--- src/rtl/serial_subtractor8.sv ---
// Bit-serial 8-bit subtractor: D = X - Y - B0 (mod 256), with borrow-out B8
// and signed overflow V. One bit per clock, LSB first, using a three-state FSM.
module serial_subtractor8 (
    input  logic       clk,
    input  logic       rst_n,
    input  logic       start,
    input  logic [7:0] X,
    input  logic [7:0] Y,
    input  logic       B0,
    output logic       busy,
    output logic       done,
    output logic [7:0] D,
    output logic       B8,
    output logic       V
);

    typedef enum logic [1:0] {
        IDLE = 2'd0,
        RUN  = 2'd1,
        DONE = 2'd2
    } state_t;

    state_t     r_state;
    state_t     w_next;

    logic [7:0] r_x;
    logic [7:0] r_y;
    logic [7:0] r_res;
    logic       r_b;
    logic [2:0] r_cnt;
    logic [7:0] r_d;
    logic       r_b8;
    logic       r_v;

    logic       w_xb;
    logic       w_yb;
    logic       w_dbit;
    logic       w_bnext;
    logic       w_last;
    logic [7:0] w_res_next;

    // Current operand bits sit at the LSB of the right-shifting operand registers.
    assign w_xb       = r_x[0];
    assign w_yb       = r_y[0];
    assign w_dbit     = w_xb ^ w_yb ^ r_b;
    assign w_bnext    = (~w_xb & w_yb) | (~(w_xb ^ w_yb) & r_b);
    assign w_last     = (r_cnt == 3'd7);
    assign w_res_next = {w_dbit, r_res[7:1]};

    // Status outputs are decoded from the state register only, so nothing
    // on the input side reaches them combinationally.
    assign busy = (r_state == RUN);
    assign done = (r_state == DONE);
    assign D    = r_d;
    assign B8   = r_b8;
    assign V    = r_v;

    // State register.
    always_ff @(posedge clk or negedge rst_n) begin
        if (!rst_n) begin
            r_state <= IDLE;
        end else begin
            r_state <= w_next;
        end
    end

    // Next-state logic: start only matters in IDLE; DONE always lasts one cycle.
    always_comb begin
        w_next = r_state;
        case (r_state)
            IDLE:    if (start) w_next = RUN;
            RUN:     if (w_last) w_next = DONE;
            DONE:    w_next = IDLE;
            default: w_next = IDLE;
        endcase
    end

    // Datapath: capture operands on accept, shift one bit per RUN cycle, and
    // publish the result only on the cycle that processes bit 7.
    always_ff @(posedge clk or negedge rst_n) begin
        if (!rst_n) begin
            r_x   <= 8'h00;
            r_y   <= 8'h00;
            r_res <= 8'h00;
            r_b   <= 1'b0;
            r_cnt <= 3'd0;
            r_d   <= 8'h00;
            r_b8  <= 1'b0;
            r_v   <= 1'b0;
        end else begin
            case (r_state)
                IDLE: begin
                    if (start) begin
                        r_x   <= X;
                        r_y   <= Y;
                        r_b   <= B0;
                        r_cnt <= 3'd0;
                    end
                end
                RUN: begin
                    r_x   <= {1'b0, r_x[7:1]};
                    r_y   <= {1'b0, r_y[7:1]};
                    r_b   <= w_bnext;
                    r_cnt <= r_cnt + 3'd1;
                    r_res <= w_res_next;
                    if (w_last) begin
                        // On bit 7, w_xb/w_yb are the captured X[7]/Y[7]
                        // and w_dbit is D[7].
                        r_d  <= w_res_next;
                        r_b8 <= w_bnext;
                        r_v  <= (w_xb ^ w_yb) & (w_xb ^ w_dbit);
                    end
                end
                default: ;
            endcase
        end
    end

endmodule

--- config.mk ---
export PLATFORM = sky130hd
export DESIGN_NAME = serial_subtractor8
export DESIGN_NICKNAME = d
export VERILOG_FILES = /design/src/rtl/serial_subtractor8.sv
export SDC_FILE = /design/constraint.sdc
export NUM_CORES = 1
export LEC_CHECK = 0
export ABC_AREA = 1
export CAP_MARGIN = 10
export CORE_UTILIZATION = 25
export DETAILED_ROUTE_END_ITERATION = 16
export DONT_BUFFER_PORTS = 1
export HOLD_SLACK_MARGIN = 0.06
export PLACE_DENSITY = 0.38
export SLEW_MARGIN = 10
export SYNTH_ARGS = -nofsm -noshare
export SYNTH_HDL_FRONTEND = slang
export SYNTH_SLANG_ARGS = --single-unit
--- constraint.sdc ---
create_clock -name clk -period 1.6 [get_ports clk]
set_input_delay 0.08 -clock clk [delete_from_list [all_inputs] [get_ports clk]]
set_output_delay 0.08 -clock clk [all_outputs]
set_load 0.02 [all_outputs]
==> results of run 1 <==
[final cells by class]
type	count	area, um2
multi-input cells	141	667
fillers	795	4970
clock inverters	3	20.0
well taps	99	124
repair buffers	27	275
inverters	41	154
clock buffers	5	68.8
flip-flops and latches	39	976
[state kept, by name (all words and copies together), names as in the netlist]
signal and cells:
r_y 8, D 8, r_cnt 3, r_b 1, B8 1, r_state 2, r_x 8, V 1
r_res 7
[metrics by stage]
stage	util	cells
after CTS	0.315	355
after global placement	0.274	327
after detailed placement	0.274	327
after floorplan	-	231
after global routing	0.315	355
final	0.315	355
[cell families (layout without fill, tap and decap cells)]
| group | Yosys count | count (layout) | synth area share |
|---|---|---|---|
| and+or+nand+nor | 117 | 117 | 0.265 |
| buffers and inverters | 51 | 76 | 0.120 |
| DFF | 39 | 39 | 0.523 |
| AOI/OAI and AO/OA | 20 | 20 | 0.0617 |
| adders and majority gates | 4 | 4 | 0.0308 |
[worst paths after layout]
path / end / cells after the start
min in group asynchronous: B8$_DFFE_PN0P_ / 2
max in group asynchronous: r_y[1]$_DFFE_PN0P_ / 2
hold / removal: r_cnt[0]$_DFFE_PN0P_ / 3
setup reg to reg: D[5]$_DFFE_PN0P_ / 4
hold reg to reg: r_x[2]$_DFFE_PN0P_ / 2
setup / recovery: done / 3
[layer usage]
layer | share of wire | wire length [um] | track usage
met5 | 0 | 0 | 0
met4 | 0.016 | 65 | 0.0440
met3 | 0.042 | 172 | 0.0326
met2 | 0.44 | 1780 | 0.183
met1 | 0.50 | 2030 | 0.155
[cell usage after synthesis]
| cell | n |
|---|---|
| nand2_1 | 76 |
| inv_1 | 40 |
| dfrtp_1 | 39 |
| nand3_1 | 32 |
| o21ai_0 | 18 |
| buf_2 | 5 |
| nor2_1 | 5 |
| buf_6 | 3 |
| ha_1 | 3 |
| nand2_2 | 3 |
| a21oi_2 | 1 |
| buf_4 | 1 |
| clkbuf_1 | 1 |
| fa_1 | 1 |
| inv_2 | 1 |
| nor2_4 | 1 |
| o21ai_4 | 1 |
[critical path, delay by kind of cell (launching register included)]
family	cells	cell delay, ns
flops	1	0.43
buf+inv	2	0.31
simple gates	1	0.33
[power by group through the flow]
stage	clock network (mW)	logic [mW]	registers, mW
final	0.684	1.64	1.88
after global routing	0.759	1.95	1.95
after CTS	0.715	1.70	1.88
after detailed placement	0	1.63	1.90
after global placement	0	1.62	1.90
after floorplan	0	1.28	1.81
==> results.ini, run 1 <==
[status]
status = finished clean

[timing]
rsz0062_at_grt = no
final_hold_viol_count = 0
period_minus_slack_ns = 1.45
fmax_mhz = 692
fin_crit_sh = 0.904
layout_setup_ws_ns = 0.154
fin_hold_ws_ns = 0.217
slew_viol_final = 0
setup_viol = 0
fin_skew_ns = 0.00547
slew_headroom = 0.737
tns_ns = 0
tightest_slew_ns = 0.392

[worst_setup_path]
timing.rr.start = r_cnt[0]$_DFFE_PN0P_
cp_data_arrival_time_ns = 1.37
r2r_slack_ns = 0.30
cp_slowest_cell = dfrtp_1
path_cells = inv_2 > buf_4 > nor2_1
cp_max_fo = 16
path_class = reg -> out
cp.required_ns = 1.52
start_kind = flip-flop
critPathLaunch = r_state[1]$_DFFE_PN0P_
critPathMaxStageDelay_ns = 0.43
cp-end-kind = output pin

[floorplanning]
dieWidth_um = 88.4
die_area_um2 = 7820
die_h_um = 88.4
core_area_um2 = 7250
io_pins = 32
start_util = 0.257
num_rows = 31

[pwr]
vdd_ir_drop_max_mv = 0.535
switching_power_mw = 1.78
total_power_mw = 4.21
comb_power_share = 0.390
seq_power_share = 0.447
powerDensity_nw_per_um2 = 1840
cellLeakagePower_nw = 1.19
clockPowerShare = 0.163
p_int_mw = 2.42
p_sw_frac = 0.424

[logic_synthesis]
synth.cell_area_um2 = 1870
synth_top_area_cell = dfrtp_1
ys_seq_area_frac = 0.523
synth_area_leaders = dfrtp_1 52%, nand2_1 15%, nand3_1 8.6%, inv_1 8.0%, o21ai_0 4.8%
syn_nets = 255
ys_types = 17
netlist.area_leader.share = 0.523
ys_warn_count = 0
synth_seq_cells = 39
syn_avg_cell_area_um2 = 8.08
syn-instance-count = 231

[routing]
wl_per_cell_um = 11.4
finalWirelength_um = 4050
firstDrtPassIters = 4
vias_per_cell = 4.11
drtIter0Drc = 100
drc = 0
vias = 1460
drt.antenna.violating_nets = 0

[place]
place_ws_ns = 0.291
dp.final_hpwl_um = 2660
port_buffers = 0
place_area_um2 = 1990
gp_congestion = 0.705

[cts]
worst_skew_pair.late_latency_ns = 0.30
postCtsResizedCells = 0
clkSinkCount = 39
clockRootBuffer = clkbuf_8
clkSlewWorstSetupHoldPaths_ns = 0.08
cts_made_buffers = 5
cts_setup_buffers = 0
cts_tree = done
cts_hold_buf = 20
clk_path_buf_depth = 2
htreeDepth = 2

[layout]
drive_above_1_share = 0.0898
final_common_cell = nand2_1
final_cell_mix = 76 x nand2_1, 40 x inv_1, 39 x dfrtp_1, 32 x nand3_1, 19 x dlygate4sd3_1
areaGrowthSynthToFinish_pct = 22.4
finalInstanceArea_um2 = 2280
nets = 279
antennaDiodeCount = 0

[grt]
antenna_found_initial = 0
grt-ovfl-total = 0
grt_usage = 0.117
grt_pass1_vias = 1410
grt_pass1_wl_um = 6780
grt_max_degree = 40

[worst_hold_path]
hp-class = in -> reg
hp-start = start

[flow_run]
drv_cap = 0

Power figures use the tool's default switching activity.
==> inputs of run 2 (changes only) <==
SETUP_SLACK_MARGIN = 0.4   (was default)
SKIP_CTS_REPAIR_TIMING = 1   (was default)
==> results.ini, run 2 (synthesis results as in run 1) <==
[grt]
grt_pass1_wl_um = 6600
gr-usage-met1 = 0.149
grt_use_met2 = 0.176
met3_usage = 0.0308
grt_max_degree = 40
grt_pass1_vias = 1329
grt-ovfl-total = 0
grt_usage = 0.114
busiest_layer = met2
antenna_found_initial = 0

[floorplanning]
io_pins = 32
core_area_um2 = 7250
die_h_um = 88.4
dieWidth_um = 88.4
die_area_um2 = 7820
start_util = 0.257
num_rows = 31

[cts]
htreeDepth = 2
cts_made_buffers = 5
cts_tree = done
clk_path_buf_depth = 2
clockRootBuffer = clkbuf_8
worst_skew_pair.late_latency_ns = 0.29
clkSlewWorstSetupHoldPaths_ns = 0.08
clkSinkCount = 39

[worst_setup_path]
start_kind = flip-flop
cp.required_ns = 1.78
cp_data_arrival_time_ns = 1.47
path_class = reg -> reg
r2r_slack_ns = 0.31
cp-end-kind = flip-flop
cp_max_fo = 9

[routing]
drtIter0Drc = 55
drt.antenna.violating_nets = 0
firstDrtPassIters = 4
wl_per_cell_um = 12.0
finalWirelength_um = 4330
vias_per_cell = 4.10
drc = 0
vias = 1481

[timing]
tns_ns = 0
rsz0062_at_grt = yes
fin_skew_ns = 0.00740
tightest_slew_ns = 0.411
slew_viol_final = 0
layout_setup_ws_ns = 0.310
fmax_mhz = 775
fin_crit_sh = 0.806
slew_headroom = 0.726
final_hold_viol_count = 0
setup_viol = 0
period_minus_slack_ns = 1.29

[layout]
final_common_cell = nand2_1
nets = 286
drive_above_1_share = 0.160
antennaDiodeCount = 0
final_cell_mix = 75 x nand2_1, 37 x inv_1, 36 x dfrtp_1, 32 x nand3_1, 17 x dlygate4sd3_1
nFillCells = 806
areaGrowthSynthToFinish_pct = 33.1

[place]
gp_congestion = 0.761
port_buffers = 0
dp.final_hpwl_um = 2690
place_ws_ns = 0.187

[pwr]
cellLeakagePower_nw = 1.26
powerDensity_nw_per_um2 = 1860
total_power_mw = 4.62
vdd_ir_drop_max_mv = 0.655

[worst_hold_path]
hp-class = in -> reg

[status]
status = finished clean

[flow_run]
drv_cap = 0

## run 2: cell types whose count changed in the layout (fill, tap and decap cells not counted), sizes merged
cell	previous run	this run
clkbuf	5	7
buf	8	15
clkinvlp	2	0
nand2	79	80
dlygate4sd3	19	17
## run 2: per-layer routing
layer  routed length, um  part of all wire  vias up
met5                   0                 0        -
met4                  89             0.021        0
met3                 160             0.037       10
met2                1980              0.46       29
met1                2090              0.48      673
li1                    -                 -      769
## run 2: worst max-delay path, stage by stage (launching register included)
cell,delay (ns)
dfrtp_2,0.45
inv_2,0.07
nor2_4,0.36
nand2_4,0.15
nand2_1,0.08
o21ai_0,0.07
## run 2: worst paths after layout
check,start,endpoint,cells after the start
hold reg to reg,r_x[5]$_DFFE_PN0P_,r_x[5]$_DFFE_PN0P_,2
hold / removal,Y[5],r_y[5]$_DFFE_PN0P_,4
setup reg to reg,r_state[0]$_DFFE_PN0P_,D[7]$_DFFE_PN0P_,5
setup / recovery,r_state[0]$_DFFE_PN0P_,D[7]$_DFFE_PN0P_,5
max in group asynchronous,rst_n,r_y[0]$_DFFE_PN0P_,2
min in group asynchronous,rst_n,D[6]$_DFFE_PN0P_,2
## run 2: through the flow
step / hold slack (ns) / util / cells / area [um2]
floorplan: -0.216 / - / 231 / 1880
global placement: -0.215 / 0.274 / 326 / 1990
detailed placement: -0.214 / 0.274 / 326 / 1990
CTS: -0.537 / 0.286 / 333 / 2070
global route: 0.0644 / 0.343 / 361 / 2480
finish: 0.0174 / 0.343 / 361 / 2480
## run 2: layout make-up
cell class              count  area (um2)  share of cell area
repair buffers             33         380               0.153
flip-flops and latches     39         980               0.394
clock inverters             1        5.00             0.00201
well taps                  99         124              0.0498
clock buffers               6        82.6              0.0332
multi-input cells         142         752               0.303
inverters                  41         161              0.0650
## run 2: power by group
part,internal (mW),leakage [nW],switching [mW]
Clock,0.339,0.0470,0.350
Sequential,1.45,0.480,0.441
Combinational,0.904,0.732,1.13
Total,2.70,1.26,1.92
